$ cat src/rtl/pc_pkg.sv
// Shared types for the PIC24-style program counter: FSM states, the decoded
// command encoding and the default reset vector.
package pc_pkg;

    typedef enum logic [1:0] {
        IDLE    = 2'd0,
        LOAD_LO = 2'd1,
        LOAD_HI = 2'd2
    } pc_state_e;

    typedef enum logic [2:0] {
        CmdNone   = 3'd0,
        CmdRet    = 3'd1,
        CmdCall   = 3'd2,
        CmdLoad   = 3'd3,
        CmdBranch = 3'd4,
        CmdInc    = 3'd5
    } pc_cmd_e;

    localparam int PC_RESET_VEC = 0;

    // Only the highest-priority strobe survives; the rest are dropped.
    function automatic pc_cmd_e cmd_decode(
        input logic ret,
        input logic call,
        input logic load,
        input logic branch,
        input logic inc
    );
        pc_cmd_e cmd;
        if (ret)         cmd = CmdRet;
        else if (call)   cmd = CmdCall;
        else if (load)   cmd = CmdLoad;
        else if (branch) cmd = CmdBranch;
        else if (inc)    cmd = CmdInc;
        else             cmd = CmdNone;
        return cmd;
    endfunction

endpackage

$ cat src/rtl/pc_ret_stack.sv
// Return-address LIFO. Pushes into a full stack and pops from an empty stack
// are dropped; the pointer never wraps.
module pc_ret_stack #(
    parameter int ADDR_W      = 23,
    parameter int STACK_DEPTH = 4
) (
    input  logic                               clk_i,
    input  logic                               rst_ni,
    input  logic                               push_i,
    input  logic                               pop_i,
    input  logic [ADDR_W-1:0]                  din_i,
    output logic [ADDR_W-1:0]                  dout_o,
    output logic [$clog2(STACK_DEPTH+1)-1:0]   cnt_o,
    output logic                               full_o,
    output logic                               empty_o
);

    localparam int CNT_W = $clog2(STACK_DEPTH + 1);
    localparam int IDX_W = (STACK_DEPTH > 1) ? $clog2(STACK_DEPTH) : 1;

    logic [ADDR_W-1:0] mem_q [STACK_DEPTH];
    logic [CNT_W-1:0]  cnt_q;
    logic [IDX_W-1:0]  wr_idx;
    logic [IDX_W-1:0]  rd_idx;
    logic              do_push;
    logic              do_pop;

    assign full_o  = (cnt_q == CNT_W'(STACK_DEPTH));
    assign empty_o = (cnt_q == '0);
    assign do_push = push_i && !full_o;
    assign do_pop  = pop_i && !empty_o;

    // rd_idx is the current top entry; only meaningful while not empty.
    assign wr_idx = cnt_q[IDX_W-1:0];
    assign rd_idx = wr_idx - IDX_W'(1);

    assign dout_o = mem_q[rd_idx];
    assign cnt_o  = cnt_q;

    always_ff @(posedge clk_i or negedge rst_ni) begin
        if (!rst_ni) begin
            cnt_q <= '0;
        end else begin
            case ({do_push, do_pop})
                2'b10:   cnt_q <= cnt_q + CNT_W'(1);
                2'b01:   cnt_q <= cnt_q - CNT_W'(1);
                default: cnt_q <= cnt_q;
            endcase
        end
    end

    // Storage needs no reset: entries are only read below the count.
    always_ff @(posedge clk_i) begin
        if (do_push && do_pop) begin
            mem_q[rd_idx] <= din_i;
        end else if (do_push) begin
            mem_q[wr_idx] <= din_i;
        end
    end

endmodule

$ cat src/rtl/pc_stack_unit.sv
// Program counter with increment, relative branch, two-word absolute load and
// CALL/RETURN through a hardware return-address stack.
module pc_stack_unit
    import pc_pkg::*;
#(
    parameter int ADDR_W      = 23,
    parameter int DATA_W      = 16,
    parameter int INC_STEP    = 2,
    parameter int STACK_DEPTH = 4,
    parameter int RESET_VEC   = PC_RESET_VEC
) (
    input  logic                              clk_i,
    input  logic                              rst_ni,
    input  logic                              pcinc_i,
    input  logic                              pcload_i,
    input  logic                              branch_i,
    input  logic [DATA_W-1:0]                 boffs_i,
    input  logic                              call_i,
    input  logic                              ret_i,
    input  logic [DATA_W-1:0]                 databus_i,
    output logic [ADDR_W:0]                   pc_addr_o,
    output logic                              busy_o,
    output logic [$clog2(STACK_DEPTH+1)-1:0]  stk_cnt_o,
    output logic                              stk_ovf_o,
    output logic                              stk_unf_o
);

    pc_state_e           state_q;
    pc_cmd_e             cmd;
    logic [ADDR_W-1:0]   pc_q;
    logic [ADDR_W-1:0]   pc_inc;
    logic [ADDR_W-1:0]   offs_ext;
    logic [ADDR_W-1:0]   pc_branch;
    logic [DATA_W-1:0]   lo_hold;
    logic [2*DATA_W-1:0] load_word;
    logic [ADDR_W-1:0]   stk_dout;
    logic                stk_push;
    logic                stk_pop;
    logic                stk_full;
    logic                stk_empty;
    logic                ovf_q;
    logic                unf_q;
    logic                unused_bits;

    // Commands are only decoded in IDLE; everything is ignored while loading.
    assign cmd = (state_q == IDLE)
               ? cmd_decode(ret_i, call_i, pcload_i, branch_i, pcinc_i)
               : CmdNone;

    assign pc_inc    = pc_q + ADDR_W'(INC_STEP);
    assign offs_ext  = ADDR_W'($signed(boffs_i));
    assign pc_branch = pc_inc + (offs_ext << 1);

    // The MSW arrives with the final edge so the PC updates in one step.
    assign load_word = {databus_i, lo_hold};

    assign stk_push = (cmd == CmdCall);
    assign stk_pop  = (cmd == CmdRet);

    pc_ret_stack #(
        .ADDR_W      (ADDR_W),
        .STACK_DEPTH (STACK_DEPTH)
    ) u_ret_stack (
        .clk_i   (clk_i),
        .rst_ni  (rst_ni),
        .push_i  (stk_push),
        .pop_i   (stk_pop),
        .din_i   (pc_inc),
        .dout_o  (stk_dout),
        .cnt_o   (stk_cnt_o),
        .full_o  (stk_full),
        .empty_o (stk_empty)
    );

    always_ff @(posedge clk_i or negedge rst_ni) begin
        if (!rst_ni) begin
            state_q <= IDLE;
            pc_q    <= ADDR_W'(RESET_VEC);
            lo_hold <= '0;
            ovf_q   <= 1'b0;
            unf_q   <= 1'b0;
        end else begin
            case (state_q)
                IDLE: begin
                    case (cmd)
                        CmdRet: begin
                            if (stk_empty) unf_q <= 1'b1;
                            else           pc_q  <= stk_dout;
                        end
                        CmdCall: begin
                            if (stk_full) ovf_q <= 1'b1;
                            state_q <= LOAD_LO;
                        end
                        CmdLoad:   state_q <= LOAD_LO;
                        CmdBranch: pc_q    <= {pc_branch[ADDR_W-1:1], 1'b0};
                        CmdInc:    pc_q    <= pc_inc;
                        default:   pc_q    <= pc_q;
                    endcase
                end
                LOAD_LO: begin
                    lo_hold <= {databus_i[DATA_W-1:1], 1'b0};
                    state_q <= LOAD_HI;
                end
                LOAD_HI: begin
                    pc_q    <= {load_word[ADDR_W-1:1], 1'b0};
                    state_q <= IDLE;
                end
                default: state_q <= IDLE;
            endcase
        end
    end

    assign pc_addr_o = {1'b0, pc_q};
    assign busy_o    = (state_q != IDLE);
    assign stk_ovf_o = ovf_q;
    assign stk_unf_o = unf_q;

    assign unused_bits = ^{load_word, pc_branch[0]};

endmodule

$ cat config.mk
export PLATFORM = sky130hd
export DESIGN_NAME = pc_stack_unit
export DESIGN_NICKNAME = d
export VERILOG_FILES = /design/src/rtl/pc_pkg.sv /design/src/rtl/pc_ret_stack.sv /design/src/rtl/pc_stack_unit.sv
export SDC_FILE = /design/constraint.sdc
export NUM_CORES = 1
export LEC_CHECK = 0
export BUFFER_PORTS_ARGS = -buffer_cell sky130_fd_sc_hd__buf_2
export CORE_ASPECT_RATIO = 2
export CORE_MARGIN = 2
export CORE_UTILIZATION = 25
export DETAILED_ROUTE_END_ITERATION = 10
export PLACE_DENSITY_LB_ADDON = 0.1
export SYNTH_ARGS = -nofsm -noshare
export SYNTH_HDL_FRONTEND = slang
export SYNTH_SLANG_ARGS = --single-unit
$ cat constraint.sdc
create_clock -name clk_i -period 4.1 [get_ports clk_i]
set_input_delay 0.41 -clock clk_i [delete_from_list [all_inputs] [get_ports clk_i]]
set_output_delay 0.41 -clock clk_i [all_outputs]
set_load 0.01 [all_outputs]
Yosys cells after proc, flatten, opt, wreduce, memory -nomap -nowiden
Memories as Yosys holds them, arrays and structs flattened.
Index checks and enable logic that the tools add are counted.
- bits in registers: 45
- bits in writable memories: 92
- input port bits: 39
- output and inout bits: 30
- word-level logic and storage cells: 60
- memories: 1
- memory list (name ; words ; width ; read ports ; clocked after Yosys merged registers in ; write ports ; line ; text):
    u_ret_stack.mem_q ; 4 ; 23 ; 1 ; 0 ; 1 ; pc_ret_stack.sv:21 ; logic [ADDR_W-1:0] mem_q [STACK_DEPTH];
- add/subtract/negate cells: 5
- equal/unequal tests: 13
- multiplexer cells: 20
- reduce and logical (&&, ||, !) cells: 15
- operator list (operator ; count):
    23-bit case mux with 3 select lines ; 1
    23-bit two-way mux ; 2
    23-bit case mux with 2 select lines ; 1
    23-bit by 2-bit adder with 23-bit output (second input constant) ; 1
    23-bit adder ; 1
    23-bit OR reduction ; 1
    3-bit two-way mux ; 6
    3-bit equality test (second input constant) ; 3
    3-bit AND reduction ; 3
    3-bit by 2-bit equality test with 1-bit output (second input constant) ; 2
    1-bit two-way mux ; 6
    3-bit case mux with 2 select lines ; 1
    2-bit nonzero test ; 3
    2-bit by 1-bit equality test with 1-bit output (second input constant) ; 2
    2-bit equality test (second input constant) ; 2
    2-bit two-way mux ; 2
    4-bit by 1-bit != test with 1-bit output (second input constant) ; 1
    2-bit case mux with 2 select lines ; 1
    3-bit by 1-bit adder with 3-bit output (second input constant) ; 1
    3-bit by 1-bit equality test with 1-bit output (second input constant) ; 1
    1-bit logical AND ; 3
    3-bit logical NOT ; 1
    3-bit != test (second input constant) ; 1
    3-bit by 1-bit subtractor with 3-bit output (second input constant) ; 1
    5 further kinds ; 6

Logic depth before layout (Yosys ltp)
Gate-level depths: netlist of the first run.
- word-level depth: 13
- depth in mapped cells: 14
- mapped depth without buffers: 13

By module
Synthesis of the first run repeated with hierarchy kept, for this count alone.
- cell total of the unflattened synthesis: 565
- area total of the unflattened synthesis: 7153.1 um^2
- by module, submodules not included (module ; times used ; cells each ; area each (um^2) ; seq. area each (um^2)):
    pc_ret_stack ; 1 ; 155 ; 3604.7 ; 2837.7
    pc_stack_unit ; 1 ; 410 ; 3548.4 ; 1051.0

Worst setup path after synthesis of the first run
No wires, ideal clock.
- kind: register to register
- from: register u_ret_stack.cnt_q[0], in the netlist u_ret_stack.cnt_o[0]
- to: memory u_ret_stack.mem_q[1][0], enable pin
- library setup time: 0.403 ns
- data arrival time: 3.424 ns
- data required time: 3.697 ns
- slack: 0.273 ns
- cell stages (with the launch flop): 12
- path buffers: 2
- clock period less this slack: 3.827 ns
- cell sequence: dfrtp_1 buf_2 buf_2 inv_1 ha_1 inv_1 o21ai_0 or2_2 ha_1 nor3b_1 a31oi_1 nor2_1
- elaborated cells on any way between the ends: 16
- those cells by class: add/sub: 1; eq/ne: 1; mux: 7; reduce/logical: 7
- RTL lines (element ; line ; text):
    start: declaration ; pc_ret_stack.sv:22 ; logic [CNT_W-1:0] cnt_q;
    start signal: assignment ; pc_ret_stack.sv:45 ; 2'b10: cnt_q <= cnt_q + CNT_W'(1);
    start signal: assignment ; pc_ret_stack.sv:46 ; 2'b01: cnt_q <= cnt_q - CNT_W'(1);
    start signal: assignment ; pc_ret_stack.sv:47 ; default: cnt_q <= cnt_q;
    2-bit by 1-bit subtractor with 2-bit output ; pc_ret_stack.sv:35 ; assign rd_idx = wr_idx - IDX_W'(1);
    via u_ret_stack.rd_idx[0] ; pc_ret_stack.sv:24 ; logic [IDX_W-1:0] rd_idx;
    2-bit two-way mux (no line) ; n/a ;
    end: declaration ; pc_ret_stack.sv:21 ;
The timed path passes the listed nets, and every way through them passes these cells.

Final worst setup path of the first run
- from: register pc_q[1]
- to: register pc_q[21]
- longest elaborated chain between the ends: 4
- RTL lines (element ; line ; text):
    start: declaration ; pc_stack_unit.sv:30 ; logic [ADDR_W-1:0] pc_q;
    start signal: assignment ; pc_stack_unit.sv:78 ; pc_q <= ADDR_W'(RESET_VEC);
    start signal: assignment ; pc_stack_unit.sv:88 ; else pc_q <= stk_dout;
    start signal: assignment ; pc_stack_unit.sv:95 ; CmdBranch: pc_q <= {pc_branch[ADDR_W-1:1], 1'b0};
    23-bit by 2-bit adder with 23-bit output ; pc_stack_unit.sv:50 ; assign pc_inc = pc_q + ADDR_W'(INC_STEP);
    via pc_inc[15] ; pc_stack_unit.sv:31 ; logic [ADDR_W-1:0] pc_inc;
    23-bit adder ; pc_stack_unit.sv:52 ; assign pc_branch = pc_inc + (offs_ext << 1);
    23-bit case mux with 3 select lines ; pc_stack_unit.sv:85 ; case (cmd)
    23-bit case mux with 2 select lines ; pc_stack_unit.sv:83 ; case (state_q)
The timed path passes the listed nets, and every way through them passes these cells.
A chain may end at the register's enable or synchronous reset.

==> results.txt, run 1 <==
Setup Slack @ Placement -> 341 ps
Clock transition at path regs -> 60 ps
post-synthesis cell type count -> 64
synthesis-to-layout area growth -> 21.2%
yosys warns -> 0
GPL Wtd Cong -> 0.864
top post-synthesis cells by area -> edfxtp_1 (38%), dfrtp_1 (16%), mux4_2 (7.1%)
Mapped Nets -> 659
Pwr per Cell Area -> 799 nW/µm²
Row Count -> 88
placed cell count -> 1026
Yosys reg bits -> 137
critical path arrival -> 4060 ps
number of flops mapped to enable cells by yosys -> 92
Detail Route Antenna Nets -> 0
CP peak stage delay -> 510 ps
crit path kind -> reg -> reg
post-synthesis cell area -> 7250 µm²
die width -> 124 µm
Max stage delay cell, worst path -> xnor2_1
max-cap check violation count -> 0
max-slew violation count -> 0
clock latency on the worst-skew pair -> 440 ps
Vert. Die Dim -> 245 µm
Yosys top cell by area -> edfxtp_1
initial antenna violation count -> 0
power consumption -> 7.02 mW
Tot GR Track Use -> 16.4%
DRT iter0 DRCs -> 322
die footprint -> 30500 µm²
setup ws final -> 355 ps
share of cells above drive strength 1 -> 26.5%
Yosys top cell area share -> 38.1%
CP top delay family -> compound AO/OA/AOI/OAI gates
TritonCTS buffer count -> 17
Setup crit end kind -> flop
Root Buffer -> clkbuf_16
worst reg2reg path startpoint -> pc_q[1]
actual slew at the worst max-slew pin -> 991 ps
HP Class -> in -> async
vias in the first global route -> 5687
via/cell ratio -> 5.02
CTS sink cnt -> 137
Primary FF master, synth -> edfxtp_1
FFs w/ async S/R, synth -> 32.8%
RSZ-0062 raised after global routing -> false
n_diodes -> 0
Seq/Total Area, Yosys -> 53.6%
Core Region -> 28700 µm²
grt total ovfl -> 0
nets -> 754
status -> complete, no violations
WP buf/inv -> 1
Tcrit/Tclk final -> 91.3%
fmax -> 0.267 GHz
Worst Setup SP -> pc_q[1]
Port Buffers -> 67
Ports -> 69
largest net degree at the start of global routing -> 46
Final Hold Fails -> 0
Hold-fix buffers, CTS -> 0
Rel. slew slack -> 33.6%
post-cts sizing count -> 0
Worst Skew -> 9.50 ps
Clock Tree Buf Depth -> 2
Lkg Pwr -> 3.33 nW
DRC -> 0
DR pass1 iterations -> 4
H-tree depth -> 4
syn_area_per_cell -> 12.3 µm²
Period minus WS final -> 3750 ps
hold_ws -> 76.3 ps
Crit Path Max Fanout -> 9
WL final -> 24200 µm
Critical Path, Cell by Cell -> ha_1 -> nand4_1 -> nor3_1 -> buf_4 -> nand2_1 -> xnor2_1 -> ha_1 -> nand2_1 -> o21ai_0 -> a221o_1 -> a21oi_1 -> o21ai_0 -> xnor2_1 -> o22ai_1
global-route wire length before repair -> 36300 µm
routed vias -> 5301
WL per Instance -> 22.9 µm
Syn Inst Count -> 590
CTS tree -> done
Post-CTS Setup Bufs -> 0
Starting Density -> 25.2%
Worst VDD drop -> 0.000307 V
setup TNS -> 0 ps
final setup fails -> 0
Crit path required time -> 4410 ps
Post-Layout Cell Count -> 1057
Post-DP HPWL -> 18200 µm
CP Launch Type -> flop
==> per-stage QoR <==
step,utilization (%),cell area (µm²)
after floorplan,-,7250
after global placement,28.7,8250
after detailed placement,28.7,8250
after CTS,30.6,8790
after global routing,30.6,8790
final,30.6,8790
==> routing by layer <==
layer	track usage (%)	part of all wire (%)	wire length, µm	vias to the layer above
met3	2.99	2.9	693	39
met5	0	0	0	-
met1	16.8	37	8870	2692
li1	-	-	-	2445
met2	31.5	57	13700	125
met4	7.90	3.6	872	0
==> flip-flops by register name, summed over array words and instances (netlist names) <==
register,count
lo_hold,15
pc_q,23
state_q,2
stk_ovf_o,1
stk_unf_o,1
u_ret_stack.cnt_o,3
u_ret_stack.mem_q,92
==> worst paths after layout <==
check	endpoint	slack, ps	cells past startpoint
worst max-delay path	pc_q[21]	350	14
worst min-delay path	u_ret_stack.cnt_o[1]	80	2
worst max register to register	pc_q[21]	350	14
worst min register to register	stk_ovf_o	480	1
max in group asynchronous	pc_q[12]	3540	2
min in group clk_i	lo_hold[10]	210	2
==> logic make-up after synthesis <==
group                    Yosys count  share of synthesized area (%)
AO/OA/AOI/OAI                    152                           13.7
XOR/XNOR                          38                           4.59
adder cells (fa/ha/maj)           30                           5.38
buffers and inverters             46                           2.67
flip-flops                       137                           53.6
multiplexers                      41                           9.89
other                              1                         0.0517
AND/OR/NAND/NOR                  145                           10.1
==> area by class of cell <==
cell class	instances	area (µm²)
Clock buffer	20	437
Clock inverter	11	106
Fill cell	2915	19900
Inverter	19	71.3
Multi-Input combinational cell	407	3180
Sequential cell	137	3890
Tap cell	360	450
Timing Repair Buffer	103	656
==> where the power goes <==
| part | total [mW] | leakage, nW | internal (mW) | switching [mW] |
|---|---|---|---|---|
| Clock | 1.46 | 0.264 | 0.878 | 0.583 |
| Combinational | 3.34 | 1.70 | 1.40 | 1.94 |
| Sequential | 2.22 | 1.36 | 1.96 | 0.264 |
==> placed cells by master, fill, tap and decap left out, drive strengths merged, types with 4 or more instances in the layout <==
cell / synthesis / layout
nor2b: 4 / 4
edfxtp: 92 / 92
nand3: 16 / 16
a21oi: 37 / 37
buf: 13 / 103
a211oi: 10 / 10
a21o: 6 / 6
xor2: 10 / 10
mux4: 23 / 23
inv: 19 / 19
dfrtp: 45 / 45
clkbuf: 14 / 20
nor2: 35 / 35
mux2: 15 / 15
o22ai: 11 / 11
clkinv: 0 / 8
o21ai: 40 / 40
and3: 8 / 8
o21bai: 4 / 4
o21a: 4 / 4
nand4: 9 / 9
nand2: 42 / 42
a31oi: 8 / 8
nor3: 10 / 10
xnor2: 28 / 28
a221o: 4 / 4
ha: 28 / 28
==> cells in the mapped netlist, drive strengths merged (3+ instances only) <==
cell type  count
inv           19
mux4          23
nand4          9
mux2          15
dfrtp         45
nand2         42
mux2i          3
xor2          10
xnor2         28
a221o          4
a221oi         3
or2            3
o22ai         11
and3           8
nand3         16
ha            28
o21bai         4
nor3          10
nor2b          4
o211ai         3
a21o           6
o21ai         40
buf           13
nor2          35
and4           3
a31oi          8
a211oi        10
a21oi         37
o21a           4
clkbuf        14
edfxtp        92
No activity file was read; power rests on OpenSTA's default activity.
==> run 2, diff against run 1 <==
ABC_AREA = 1   (was unset)
==> results.txt, run 2 <==
post-synthesis cell type count -> 48
R2R Path End -> pc_q[17]
post-synthesis cell area -> 7990 µm²
Lkg Pwr -> 4.12 nW
H-tree depth -> 4
Synth Area in Simple Gates -> 26.3%
grt total ovfl -> 0
post-synthesis adder-cell area fraction -> 4.88%
post-route cell area -> 9480 µm²
largest net degree at the start of global routing -> 52
routed vias -> 6881
TritonCTS buffer count -> 17
Yosys top cell by area -> edfxtp_1
Ports -> 69
top cells by count, synth -> nand2_1 (261), nor2_1 (107), inv_1 (94)
crit path kind -> reg -> reg
synthesis-to-layout area growth -> 18.6%
xor and xnor area share after synthesis -> 1.96%
most common cell after layout, fill and taps aside -> nand2_1
die footprint -> 33500 µm²
clock latency on the worst-skew pair -> 440 ps
hold_ws -> 176 ps
yosys warns -> 0
Final Hold Fails -> 0
max-slew violation count -> 0
syn_area_per_cell -> 8.31 µm²
Starting Density -> 25.3%
Post-DP HPWL -> 23400 µm
CTS tree -> done
fmax -> 0.271 GHz
WL final -> 30900 µm
Crit path required time -> 4440 ps
Primary FF master, synth -> edfxtp_1
Worst VDD drop -> 0.000254 V
Worst Skew -> 9.33 ps
Post-CTS Setup Bufs -> 0
Period minus WS final -> 3690 ps
via/cell ratio -> 4.67
Hold Path Stages -> 3
nets -> 1106
n_diodes -> 0
Crit Path Max Fanout -> 6
Yosys reg bits -> 137
Port Buffers -> 67
DR pass1 iterations -> 4
reg2reg path depth -> 18
initial antenna violation count -> 0
Rel. slew slack -> 50.1%
number of flops mapped to enable cells by yosys -> 92
Worst Setup SP -> pc_q[1]
Largest regs -> u_ret_stack.mem_q: 92 flops, pc_q: 23 flops, lo_hold: 15 flops
DRT iter0 DRCs -> 352
Area after DPL -> 8860 µm²
Pwr per Cell Area -> 820 nW/µm²
Vert. Die Dim -> 257 µm
Yosys top cell area share -> 34.6%
commonest non-fill, non-tap cells in the layout -> nand2_1 (261), nor2_1 (105), inv_1 (94)
status -> complete, no violations
actual slew at the worst max-slew pin -> 748 ps
die width -> 130 µm
Root Buffer -> clkbuf_16
largest family of logic cells by synthesized area -> simple AND/OR/NAND/NOR gates
Detail Route Antenna Nets -> 0
Layout fillers -> 3500
vias in the first global route -> 7170
share of cells above drive strength 1 -> 15.6%
Setup crit end kind -> flop
HP Class -> in -> reg
Core Region -> 31500 µm²
RSZ-0062 raised after global routing -> false
compound-cell area share of the yosys netlist -> 11.3%
CTS sink cnt -> 137
WL per Instance -> 21.0 µm
GPL Wtd Cong -> 0.886
max FFs per register -> 92
most common cell in the netlist -> nand2_1
DRC -> 0
max-cap check violation count -> 0
Reg with most FFs -> u_ret_stack.mem_q
reg2reg setup slack -> 410 ps
worst reg2reg path startpoint -> pc_q[1]
Clock Tree Buf Depth -> 2
global-route wire length before repair -> 45800 µm
Syn Inst Count -> 962
Mapped Nets -> 1031
CP Launch Type -> flop
multiplexer share of the synthesized area -> 0%
Tcrit/Tclk final -> 90.0%
setup TNS -> 0 ps
FFs w/ async S/R, synth -> 32.8%
final setup fails -> 0
Row Count -> 92
Seq/Total Area, Yosys -> 48.6%
fin util -> 30.0%
critical path arrival -> 4030 ps
Clock transition at path regs -> 70 ps
end of the critical path -> pc_q[17]
Tot GR Track Use -> 19.1%
top post-synthesis cells by area -> edfxtp_1 (35%), dfrtp_1 (14%), nand2_1 (12%)
## run 2: changes by cell type after synthesis, moves of 10 or more
cell / change
nand3_1: +44
mux2_2: -15
a21oi_1: +15
xnor2_1: -24
nand2_1: +220
nor2_1: +72
o21ai_0: +25
mux4_2: -23
a211oi_1: -10
inv_1: +75
## run 2: kinds of logic after synthesis
| logic type | count (synthesis) |
|---|---|
| simple gates | 486 |
| compound gates | 160 |
| flops | 137 |
| buf+inv | 131 |
| fa+ha+maj | 30 |
| xor+xnor | 17 |
| other cells | 1 |
## run 2: per-stage QoR
| stage | instances | worst slack (ps) | total power [mW] |
|---|---|---|---|
| 6_report | 1472 | 409 | 7.77 |
| 5_1_grt | 1472 | 267 | 8.36 |
| 4_1_cts | 1472 | 488 | 7.87 |
| 3_5_place_dp | 1440 | 488 | 6.20 |
| 3_3_place_gp | 1440 | 492 | 6.21 |
| 2_1_floorplan | 962 | 60.4 | 4.63 |
## run 2: metal layers
| metal | track usage, % | up-vias | share of wire, % |
|---|---|---|---|
| li1 | - | 3346 | - |
| met1 | 19.5 | 3327 | 36 |
| met2 | 37.1 | 148 | 57 |
| met3 | 2.79 | 60 | 2.3 |
| met4 | 8.89 | 0 | 4.8 |
| met5 | 0 | - | 0 |
## run 2: worst min-delay path by stage
stage                      endpoint           from  slack [ps]
2_1_floorplan           lo_hold[10]         rst_ni         110
3_3_place_gp              stk_unf_o      stk_unf_o         450
3_5_place_dp   u_ret_stack.cnt_o[1]         rst_ni         460
4_1_cts                 lo_hold[15]  databus_i[15]         160
5_1_grt                 lo_hold[13]  databus_i[13]         180
6_report                lo_hold[15]  databus_i[15]         180
## run 2: final cells by class
cell class              instances  area (µm²)  area share, %
well taps                     423         529           5.58
clock buffers                  18         429           4.53
flip-flops and latches        137        3890           41.0
multi-input cells             694        3580           37.8
inverters                      99         374           3.95
repair buffers                 88         495           5.23
clock inverters                13         179           1.89
## run 2: power breakdown
| group | total, mW | internal (mW) | switching (mW) |
|---|---|---|---|
| combinational | 3.90 | 1.22 | 2.69 |
| clock | 1.65 | 1.01 | 0.643 |
| sequential | 2.21 | 1.94 | 0.273 |
## run 2: worst max-delay path: stages (launching register included)
cell and delay (ps):
dfrtp_1 400, inv_1 160, nor2_4 260, nand2_4 90, inv_2 80, nand2_2 110, nor2_1 190, xnor2_1 140
inv_1 150, ha_1 380, a21oi_1 360, a21boi_0 570, nor2_1 100, nor2_1 150, nand3b_1 90, nand3_1 160
nand2_1 100, nand2_1 60, nand2_1 40
## run 2: timing repair
item / in CTS / in global routing
hold endpoints to repair: 21 / 0
gates resized for setup: 0 / 0
setup endpoints to repair: 0 / 0
hold buffers: 1 / 0
==> run 3, diff against run 2 <==
PLACE_DENSITY = 0.5   (was unset)
PLACE_DENSITY_LB_ADDON = unset   (was 0.1)
==> results.txt, run 3 (synthesis gave the netlist of run 2 again) <==
status -> complete, no violations
nets -> 1097
Setup crit end kind -> flop
grt total ovfl -> 0
DR pass1 iterations -> 5
share of total power in the clock network -> 22.2%
Ports -> 69
Largest regs -> u_ret_stack.mem_q: 92 flops, pc_q: 23 flops, lo_hold: 15 flops
actual slew at the worst max-slew pin -> 1120 ps
via/cell ratio -> 4.69
Worst VDD drop -> 0.000312 V
routed vias -> 6866
DRC -> 0
die width -> 130 µm
Crit path required time -> 4440 ps
Post-Layout Cell Count -> 1464
max-cap check violation count -> 0
initial antenna violation count -> 0
Critical Path, Cell by Cell -> ha_1 -> nand2_2 -> nor2_2 -> nand2_2 -> nor3b_4 -> nand3_1 -> nand2_1 -> inv_1 -> ha_1 -> nand2_1 -> nor2_1 -> inv_1 -> nor2_1 -> nand4_1 -> nand3_1 -> nand2_1 -> nand3_1 -> nand2_1 -> nand2_1 -> nand2_1
TritonCTS buffer count -> 17
fin util -> 29.9%
sequential power share -> 29.4%
WP buf/inv -> 2
Switching Share -> 45.5%
Port Buffers -> 67
Max stage delay cell, worst path -> dfrtp_1
WL final -> 27200 µm
most common cell after layout, fill and taps aside -> nand2_1
Detail Route Antenna Nets -> 0
Worst Skew -> 11.6 ps
Rel. slew slack -> 25.3%
reg2reg setup slack -> 650 ps
DRT iter0 DRCs -> 413
largest net degree at the start of global routing -> 52
CP top delay family -> simple AND/OR/NAND/NOR gates
fmax -> 0.290 GHz
crit path kind -> reg -> reg
final setup fails -> 0
reg2reg path depth -> 20
worst reg2reg path startpoint -> pc_q[1]
critical path arrival -> 3790 ps
share of cells above drive strength 1 -> 15.4%
CTS tree -> done
Starting Density -> 25.3%
vias in the first global route -> 6961
global-route wire length before repair -> 41200 µm
Layout fillers -> 3432
HP Class -> in -> async
Final Hold Fails -> 0
Core Region -> 31500 µm²
Int Pwr -> 4.14 mW
post-cts sizing count -> 0
GPL Wtd Cong -> 0.914
RSZ-0062 raised after global routing -> false
Post-DP HPWL -> 20500 µm
WL per Instance -> 18.6 µm
placed cell count -> 1432
Period minus WS final -> 3450 ps
Post-CTS Setup Bufs -> 0
Clock Tree Buf Depth -> 2
Reg with most FFs -> u_ret_stack.mem_q
Lkg Pwr -> 4.10 nW
commonest non-fill, non-tap cells in the layout -> nand2_1 (261), nor2_1 (105), inv_1 (94)
Pwr per Cell Area -> 806 nW/µm²
H-tree depth -> 4
crit-path most repeated cell -> nand2_1
R2R Path End -> pc_q[20]
Tot GR Track Use -> 16.9%
area of the multi-input gates -> 3580 µm²
CP Launch Type -> flop
clock latency on the worst-skew pair -> 440 ps
Vert. Die Dim -> 257 µm
max-slew violation count -> 0
setup TNS -> 0 ps
CP peak stage delay -> 410 ps
Row Count -> 92
die footprint -> 33500 µm²
Tcrit/Tclk final -> 84.2%
Combinational Power Share -> 48.4%
Clock transition at path regs -> 70 ps
CTS sink cnt -> 137
Hold-fix buffers, CTS -> 0
Root Buffer -> clkbuf_16
Crit Path Max Fanout -> 5
switching power -> 3.46 mW
synthesis-to-layout area growth -> 18.1%
max FFs per register -> 92
n_diodes -> 0
Reg area -> 3890 µm²
## run 3: worst max-delay path by stage
| stage | slack [ps] | cells after the start | startpoint | endpoint |
|---|---|---|---|---|
| 2_1_floorplan | 60 | 11 | u_ret_stack.cnt_o[0] | u_ret_stack.mem_q[2][0] |
| 3_3_place_gp | 650 | 20 | pc_q[1] | pc_q[20] |
| 5_1_grt | 380 | 19 | pc_q[1] | pc_q[22] |
| 4_1_cts | 620 | 20 | pc_q[1] | pc_q[20] |
| 6_report | 650 | 20 | pc_q[1] | pc_q[20] |
| 3_5_place_dp | 630 | 20 | pc_q[1] | pc_q[20] |
## run 3: per-stage QoR
step	hold WS, ps	setup slack (ps)	area [µm²]	total power [mW]
2_1_floorplan	114	60.4	7990	4.63
3_3_place_gp	445	646	8800	5.94
3_5_place_dp	449	632	8800	5.96
4_1_cts	119	624	9440	7.65
5_1_grt	137	382	9440	8.15
6_report	74.5	649	9440	7.60
## run 3: cell type report
| class | count | share of cell area [%] |
|---|---|---|
| timing repair buffer | 79 | 4.51 |
| multi-input combinational | 694 | 38.0 |
| clock inverter | 15 | 2.25 |
| inverter | 99 | 3.96 |
| tap | 423 | 5.61 |
| clock buffer | 17 | 4.51 |
| sequential | 137 | 41.2 |
## run 3: layer usage
layer  vias to the layer above  wire length (µm)  track usage [%]
met2                       170             15300             32.0
met5                         -                 0                0
li1                       3316                 -                -
met3                        70               653             2.43
met1                      3310              9630             16.8
met4                         0              1580             9.96
## run 3: power by group through the flow
stage               Sequential [mW]  Combinational [mW]  Clock, mW
floorplan                      2.21                2.42          0
global placement               2.26                3.68          0
detailed placement             2.26                3.70          0
CTS                            2.23                3.72       1.71
global route                   2.27                4.12       1.76
finish                         2.24                3.68       1.68
